`src/rtl/clock_mode_controller.sv`:
```
// rtl/clock_mode_controller.sv - front-panel view/set-mode sequencer for the world clock
//   clk, reset            : 100 Hz system clock, synchronous active-high reset
//   btn_mode/adj/view     : raw asynchronous pushbuttons
//   sec_tick              : single-cycle 1 Hz strobe, drives the inactivity timeout
//   select                : display mux select, 0 = time, 1 = date
//   inc_hour .. inc_year  : single-cycle increment strobes to calendar / offset blocks
//   blink_mask            : per display pair blanking, bit3 = ss7/ss6 .. bit0 = ss1/ss0
//   setting               : high in any SET state

module cmc_debounce #(
  parameter int CYCLES = 5
) (
  input  logic clk,
  input  logic reset,
  input  logic raw,
  output logic level
);
  localparam int W = $clog2(CYCLES) + 1;

  logic         s1;
  logic         s2;
  logic [W-1:0] cnt;

  always_ff @(posedge clk) begin
    if (reset) begin
      s1    <= 1'b0;
      s2    <= 1'b0;
      cnt   <= '0;
      level <= 1'b0;
    end else begin
      s1 <= raw;
      s2 <= s1;
      // Any sample agreeing with the accepted level restarts the run.
      if (s2 == level) begin
        cnt <= '0;
      end else if (cnt >= W'(CYCLES - 1)) begin
        cnt   <= '0;
        level <= s2;
      end else begin
        cnt <= cnt + 1'b1;
      end
    end
  end
endmodule

module clock_mode_controller #(
  parameter int DEBOUNCE_CYCLES = 5,
  parameter int REPEAT_DELAY    = 50,
  parameter int REPEAT_RATE     = 10,
  parameter int TIMEOUT_SECS    = 10,
  parameter int BLINK_HALF      = 50
) (
  input  logic       clk,
  input  logic       reset,
  input  logic       btn_mode,
  input  logic       btn_adj,
  input  logic       btn_view,
  input  logic       sec_tick,
  output logic       select,
  output logic       inc_hour,
  output logic       inc_min,
  output logic       inc_day,
  output logic       inc_month,
  output logic       inc_year,
  output logic [3:0] blink_mask,
  output logic       setting
);
  localparam int RPT_MAX = (REPEAT_DELAY > REPEAT_RATE) ? REPEAT_DELAY : REPEAT_RATE;
  localparam int RW      = $clog2(RPT_MAX) + 1;
  localparam int IW      = $clog2(TIMEOUT_SECS) + 1;
  localparam int BW      = $clog2(BLINK_HALF) + 1;

  typedef enum logic [2:0] {
    SHOW_TIME = 3'd0,
    SHOW_DATE = 3'd1,
    SET_HOUR  = 3'd2,
    SET_MIN   = 3'd3,
    SET_MONTH = 3'd4,
    SET_DAY   = 3'd5,
    SET_YEAR  = 3'd6
  } state_t;

  state_t        state;
  state_t        next_state;
  logic [2:0]    lvl;        // accepted levels: 0 = mode, 1 = adj, 2 = view
  logic [2:0]    lvl_q;
  logic [2:0]    press;
  logic          mode_p, adj_p, view_p;
  logic          in_set, next_in_set, next_sel, state_change, any_press;
  logic          timeout, rep_due, press_strobe, strobe;
  logic          rep_active, rep_fast;
  logic [RW-1:0] rep_cnt;
  logic [RW-1:0] rep_target;
  logic [IW-1:0] idle_cnt;
  logic [BW-1:0] blink_cnt, blink_cnt_n;
  logic          blink_phase, blink_phase_n;

  cmc_debounce #(.CYCLES(DEBOUNCE_CYCLES)) u_db_mode (.clk(clk), .reset(reset), .raw(btn_mode), .level(lvl[0]));
  cmc_debounce #(.CYCLES(DEBOUNCE_CYCLES)) u_db_adj  (.clk(clk), .reset(reset), .raw(btn_adj),  .level(lvl[1]));
  cmc_debounce #(.CYCLES(DEBOUNCE_CYCLES)) u_db_view (.clk(clk), .reset(reset), .raw(btn_view), .level(lvl[2]));

  // Press pulses last exactly the cycle after the accepted level rises.
  assign press  = lvl & ~lvl_q;
  assign mode_p = press[0];
  assign adj_p  = press[1];
  assign view_p = press[2];

  function automatic logic [3:0] field_mask(input state_t s);
    case (s)
      SET_HOUR:  field_mask = 4'b1010;
      SET_MIN:   field_mask = 4'b0101;
      SET_MONTH: field_mask = 4'b1000;
      SET_DAY:   field_mask = 4'b0100;
      SET_YEAR:  field_mask = 4'b0011;
      default:   field_mask = 4'b0000;
    endcase
  endfunction

  always_comb begin
    in_set     = (state != SHOW_TIME) && (state != SHOW_DATE);
    any_press  = |press;
    rep_target = rep_fast ? RW'(REPEAT_RATE) : RW'(REPEAT_DELAY);
    // mode wins over a held adj: the state moves on and no repeat strobe fires.
    rep_due    = in_set && rep_active && lvl[1] && !mode_p && (rep_cnt == rep_target);
    // Any press or repeat strobe in the same cycle keeps the user in the SET state.
    timeout    = in_set && sec_tick && !any_press && !rep_due &&
                 (idle_cnt >= IW'(TIMEOUT_SECS - 1));

    next_state = state;
    if (mode_p) begin
      case (state)
        SHOW_TIME, SHOW_DATE: next_state = SET_HOUR;
        SET_HOUR:             next_state = SET_MIN;
        SET_MIN:              next_state = SET_MONTH;
        SET_MONTH:            next_state = SET_DAY;
        SET_DAY:              next_state = SET_YEAR;
        default:              next_state = SHOW_TIME;
      endcase
    end else if (view_p && !in_set) begin
      next_state = (state == SHOW_TIME) ? SHOW_DATE : SHOW_TIME;
    end else if (timeout) begin
      next_state = SHOW_TIME;
    end

    state_change = (next_state != state);
    next_in_set  = (next_state != SHOW_TIME) && (next_state != SHOW_DATE);
    next_sel     = next_state inside {SHOW_DATE, SET_MONTH, SET_DAY, SET_YEAR};
    press_strobe = in_set && adj_p && !mode_p;
    strobe       = press_strobe || rep_due;

    // Restarting the blink on every edit keeps the changed field visible.
    if (state_change || strobe || !in_set) begin
      blink_cnt_n   = '0;
      blink_phase_n = 1'b0;
    end else if (blink_cnt == BW'(BLINK_HALF - 1)) begin
      blink_cnt_n   = '0;
      blink_phase_n = ~blink_phase;
    end else begin
      blink_cnt_n   = blink_cnt + 1'b1;
      blink_phase_n = blink_phase;
    end
  end

  always_ff @(posedge clk) begin
    if (reset) begin
      state       <= SHOW_TIME;
      select      <= 1'b0;
      setting     <= 1'b0;
      blink_mask  <= 4'b0000;
      inc_hour    <= 1'b0;
      inc_min     <= 1'b0;
      inc_month   <= 1'b0;
      inc_day     <= 1'b0;
      inc_year    <= 1'b0;
      lvl_q       <= 3'b000;
      rep_active  <= 1'b0;
      rep_fast    <= 1'b0;
      rep_cnt     <= '0;
      idle_cnt    <= '0;
      blink_cnt   <= '0;
      blink_phase <= 1'b0;
    end else begin
      state       <= next_state;
      select      <= next_sel;
      setting     <= next_in_set;
      blink_mask  <= blink_phase_n ? field_mask(next_state) : 4'b0000;
      inc_hour    <= strobe && (state == SET_HOUR);
      inc_min     <= strobe && (state == SET_MIN);
      inc_month   <= strobe && (state == SET_MONTH);
      inc_day     <= strobe && (state == SET_DAY);
      inc_year    <= strobe && (state == SET_YEAR);
      lvl_q       <= lvl;
      blink_cnt   <= blink_cnt_n;
      blink_phase <= blink_phase_n;

      // rep_cnt holds cycles since the last strobe; the first gap is the long one.
      if (press_strobe) begin
        rep_active <= 1'b1;
        rep_fast   <= 1'b0;
        rep_cnt    <= RW'(1);
      end else if (rep_active && lvl[1] && in_set && !state_change) begin
        if (rep_due) begin
          rep_fast <= 1'b1;
          rep_cnt  <= RW'(1);
        end else if (rep_cnt != '1) begin
          rep_cnt <= rep_cnt + 1'b1;
        end
      end else begin
        rep_active <= 1'b0;
        rep_fast   <= 1'b0;
        rep_cnt    <= '0;
      end

      if (!next_in_set || state_change || any_press || rep_due) begin
        idle_cnt <= '0;
      end else if (sec_tick && (idle_cnt != IW'(TIMEOUT_SECS))) begin
        idle_cnt <= idle_cnt + 1'b1;
      end
    end
  end
endmodule

```
`config.mk`:
```
export PLATFORM = sky130hd
export DESIGN_NAME = clock_mode_controller
export DESIGN_NICKNAME = d
export VERILOG_FILES = /design/src/rtl/clock_mode_controller.sv
export SDC_FILE = /design/constraint.sdc
export NUM_CORES = 1
export LEC_CHECK = 0
export CAP_MARGIN = 20
export CORE_ASPECT_RATIO = 1.2
export CORE_MARGIN = 2
export CORE_UTILIZATION = 30
export CTS_CLUSTER_DIAMETER = 80
export DETAILED_ROUTE_END_ITERATION = 10
export HOLD_SLACK_MARGIN = 0.03
export PLACE_DENSITY = 0.53
export REMOVE_ABC_BUFFERS = 1
export SLEW_MARGIN = 25
export SYNTH_ARGS = -nofsm -noshare
export SYNTH_HDL_FRONTEND = slang
export SYNTH_SLANG_ARGS = --single-unit
export TNS_END_PERCENT = 50
```
`constraint.sdc`:
```
create_clock -name clk -period 1.8 [get_ports clk]
set_input_delay 0.18 -clock clk [delete_from_list [all_inputs] [get_ports clk]]
set_output_delay 0.18 -clock clk [all_outputs]
set_load 0.03 [all_outputs]
```
==> results of run 1 <==
==> logic make-up (layout without fill, tap and decap cells) <==
logic type / count (synthesis) / in the layout / share of synthesized area, %
compound gates: 40 / 40 / 11.0
mux: 3 / 3 / 1.23
fa+ha+maj: 10 / 10 / 5.11
simple gates: 110 / 110 / 26.0
flops: 60 / 60 / 49.1
other cells: 1 / 3 / 0.153
xor+xnor: 14 / 14 / 5.01
buf+inv: 15 / 81 / 2.45
==> sequential cells by signal (all words and copies together), names as in the netlist, 3 cells and up <==
name           cells
idle_cnt           5
u_db_view.cnt      4
u_db_mode.cnt      4
u_db_adj.cnt       4
lvl_q              3
state              3
blink_mask         4
rep_cnt            7
blink_cnt          7
==> routing by layer <==
metal	vias to the layer above	global-route usage (%)	share of wire (%)
met5	-	0	0
met4	0	6.61	2.4
met3	10	3.36	3.7
met2	37	20.8	47
met1	930	13.6	47
li1	1030	-	-
==> worst max-delay path by stage <==
stage / to / from / depth (start not counted) / slack [ps]
final: blink_mask[0]$_SDFF_PP0_ / blink_cnt[1]$_SDFF_PP0_ / 7 / -200
after global routing: blink_mask[1]$_SDFF_PP0_ / blink_cnt[1]$_SDFF_PP0_ / 6 / -330
after CTS: blink_mask[1]$_SDFF_PP0_ / blink_cnt[1]$_SDFF_PP0_ / 6 / -180
after detailed placement: blink_mask[2]$_SDFF_PP0_ / blink_cnt[1]$_SDFF_PP0_ / 6 / -230
after global placement: blink_mask[2]$_SDFF_PP0_ / blink_cnt[1]$_SDFF_PP0_ / 6 / -190
after floorplan: blink_cnt[2]$_SDFF_PP0_ / state[2]$_SDFF_PP0_ / 4 / -970
==> power by group <==
group	internal (mW)	switching (mW)	total [mW]	leakage, nW
Clock	0.533	0.537	1.07	0.0885
Sequential	1.35	0.00972	1.36	0.489
Combinational	0.0556	0.0626	0.118	0.694
==> synth_stat cells, types with 2 or more instances <==
cell,count,area share [%]
sky130_fd_sc_hd__dfxtp_1,60,49
sky130_fd_sc_hd__nor3_1,23,4.7
sky130_fd_sc_hd__nor2_1,15,2.3
sky130_fd_sc_hd__nor2b_1,15,3.8
sky130_fd_sc_hd__o21ai_0,15,3.1
sky130_fd_sc_hd__nand3_1,12,2.5
sky130_fd_sc_hd__ha_1,10,5.1
sky130_fd_sc_hd__xor2_1,10,3.6
sky130_fd_sc_hd__nand2_1,9,1.4
sky130_fd_sc_hd__a21oi_1,8,1.6
sky130_fd_sc_hd__and3_1,8,2.0
sky130_fd_sc_hd__inv_1,7,1.1
sky130_fd_sc_hd__and2_1,6,1.5
sky130_fd_sc_hd__clkbuf_1,5,0.77
sky130_fd_sc_hd__xnor2_1,4,1.4
sky130_fd_sc_hd__a211oi_1,3,0.92
sky130_fd_sc_hd__buf_2,3,0.61
sky130_fd_sc_hd__mux2i_1,3,1.2
sky130_fd_sc_hd__nor3b_1,3,0.92
sky130_fd_sc_hd__a211oi_2,2,1.0
sky130_fd_sc_hd__nand2b_1,2,0.51
sky130_fd_sc_hd__nand4_1,2,0.51
sky130_fd_sc_hd__nor4b_1,2,0.72
sky130_fd_sc_hd__o41ai_1,2,0.72
sky130_fd_sc_hd__or2_2,2,0.51
sky130_fd_sc_hd__or4b_4,2,1.1
sky130_fd_sc_hd__or4bb_1,2,0.92
==> what timing repair did <==
item / in CTS / in global routing
pin swaps: 6 / 5
buffers inserted: 0 / 2
cloned: 0 / 1
resized for setup: 17 / 15
setup endpoints to repair: 28 / 27
==> layout by cell type (no fill, tap or decap), types with 4 or more instances in the layout <==
master / n
sky130_fd_sc_hd__a21oi_1: 8
sky130_fd_sc_hd__and2_1: 6
sky130_fd_sc_hd__and3_1: 8
sky130_fd_sc_hd__buf_4: 40
sky130_fd_sc_hd__clkbuf_8: 10
sky130_fd_sc_hd__clkdlybuf4s50_1: 16
sky130_fd_sc_hd__dfxtp_1: 55
sky130_fd_sc_hd__dfxtp_2: 5
sky130_fd_sc_hd__ha_1: 8
sky130_fd_sc_hd__inv_1: 5
sky130_fd_sc_hd__nand2_1: 9
sky130_fd_sc_hd__nand3_1: 12
sky130_fd_sc_hd__nor2_1: 13
sky130_fd_sc_hd__nor2b_1: 15
sky130_fd_sc_hd__nor3_1: 16
sky130_fd_sc_hd__nor3_2: 7
sky130_fd_sc_hd__o21ai_0: 14
sky130_fd_sc_hd__xnor2_1: 4
sky130_fd_sc_hd__xor2_1: 10
==> cell type report <==
type	instances	area share, %
clock buffer	10	4.16
clock inverter	6	1.17
inverter	7	0.794
multi-input combinational	180	39.3
sequential	60	36.5
tap	95	3.59
timing repair buffer	58	14.5
==> flow_metrics.env, run 1 <==
export IMPL_drt_drc_violations_left=0
export IMPL_async_flop_share_pct=0
export IMPL_cts_max_path_buffers=2
export IMPL_area_growth_pct=35.2
export IMPL_cpLargestDelayFamily="simple AND/OR/NAND/NOR gates"
export IMPL_worst_supply_voltage_drop_on_vdd_uv=324
export IMPL_core_rowCount=36
export IMPL_global_route_usage_total_pct=12.1
export IMPL_clock_latency_on_the_worst_skew_pair_ps=340
export IMPL_maximum_number_of_pins_on_one_net_before_global_route_repair=17
export IMPL_post_route_min_period_ps=2000
export IMPL_die_boundary_height_microns=103
export IMPL_netlist_instances=253
export IMPL_critical_path_reg2reg_startpoint="blink_cnt[1]$_SDFF_PP0_"
export IMPL_multi_input_comb_area_sq_um=1300
export IMPL_crit_path_cell_trace="inv_2, ha_4, or4b_4, or3_1, a221o_2, buf_4, nor3_2"
export IMPL_dominantRegCellSynth="sky130_fd_sc_hd__dfxtp_1"
export IMPL_antenna_found_initial=0
export IMPL_finalHoldViolations=0
export IMPL_initial_core_util_pct=30.5
export IMPL_syn_avg_cell_area_sq_um=9.68
export IMPL_run_status="finished with violations"
export IMPL_critical_path_max_stage_delay_ps=450
export IMPL_dieArea_sq_um=8900
export IMPL_die_x_microns=86.5
export IMPL_syn_area_sq_um=2450
export IMPL_worst_path_buf_inv=2
export IMPL_num_nets_final=332
export IMPL_antenna_left=0
export IMPL_cts_buffers_inserted=9
export IMPL_cp_slowest_cell="sky130_fd_sc_hd__or4b_4"
export IMPL_cts_htree_levels=3
export IMPL_dpl_hpwl_microns=3550
export IMPL_detail_route_iter0_violations=63
export IMPL_total_leakage_power_nw=1.27
export IMPL_pre_cts_slack_ps=-227
export IMPL_post_route_worst_setup_slack_ps=-200
export IMPL_final_setup_skew_ps=7.03
export IMPL_worstSetupEndpointType="flop"
export IMPL_design_area_sq_um=3310
export IMPL_instances_no_fill=416
export IMPL_totalWireLength_microns=4980
export IMPL_vias_post_dr=2007
export IMPL_hold_removal_path_class="in2reg"
export IMPL_final_fill_count=814
export IMPL_synth_edf_count=0
export IMPL_dr_pass1_iters=4
export IMPL_yosysSeqAreaShare_pct=49.1
export IMPL_critPathKind="reg2reg"
export IMPL_synth_yosys_warnings=0
export IMPL_io_pins=17
export IMPL_biggest_fanout_along_the_worst_timing_path=5
export IMPL_failed_checks="setup timing"
export IMPL_tritoncts="built"
export IMPL_cts_hold_buf=0
export IMPL_cp_start_kind="flop"
export IMPL_clk_transition_reported_paths_ps=70
export IMPL_antenna_cell_count=0
export IMPL_setup_violations=14
export IMPL_timing_hold_worst_start="btn_adj"
export IMPL_rrSetupSlack_ps=-200
export IMPL_finalHoldWorstSlack_ps=391
export IMPL_route_detailed_wl_per_inst_microns=12.0
export IMPL_timing_hold_worst_path_depth=2
export IMPL_drive_gt1_share_pct=29.0
export IMPL_transition_time_of_the_tightest_slew_check_pin_ps=561
export IMPL_final_global_route_overflow_total=0
export IMPL_rsz0062_at_grt="yes"
export IMPL_design_core_area_sq_um=8020
export IMPL_seq_area_sq_um=1210
export IMPL_worst_r2r_path_depth=7
export IMPL_gpl_final_weighted_congestion=0.802
export IMPL_buffer_ports_inserted=16
export IMPL_first_global_vias=1857
export IMPL_power_total_mw=2.54
export IMPL_timing_final_crit_share_pct=111
export IMPL_fmax_mhz=500
export IMPL_route_detailed_vias_per_inst=4.82
export IMPL_utilization_pct=41.3
export IMPL_worst_ep_required_time_ps=2070
export IMPL_cp_arrival_ps=2260
export IMPL_hold_critical_path_endpoint="u_db_adj.s1$_SDFF_PP0_"
export IMPL_clock_tree_root_cell="sky130_fd_sc_hd__clkbuf_8"
export IMPL_place_detailed_instances=397
export IMPL_global_route_wire_length_before_repair_microns=8390
export IMPL_dpl_instance_area_sq_um=3000
export IMPL_cts_sinks=60
export IMPL_max_capacitance_violation_count=0
export IMPL_r2r_end="blink_mask[0]$_SDFF_PP0_"
export IMPL_worst_case_headroom_to_the_max_slew_limit_pct=62.0
export IMPL_final_max_slew_violation_count=0
export IMPL_setup_tns_final_ps=-1290
export IMPL_power_density_nw_per_um2=768
export IMPL_synth_ff_latch_count=60
export IMPL_netlist_cell_type_count=45
(Power assumes the default switching activity.)
==> run 2, diff against run 1 <==
--- a/config.mk
+++ b/config.mk
@@ -10,6 +10,7 @@
 export CORE_MARGIN = 2
 export CORE_UTILIZATION = 30
 export CTS_CLUSTER_DIAMETER = 80
+export CTS_CLUSTER_SIZE = 25
 export DETAILED_ROUTE_END_ITERATION = 10
 export HOLD_SLACK_MARGIN = 0.03
 export PLACE_DENSITY = 0.53
==> results of run 2 <==
The final DEF is identical to that of run 1; final timing and power are the same.
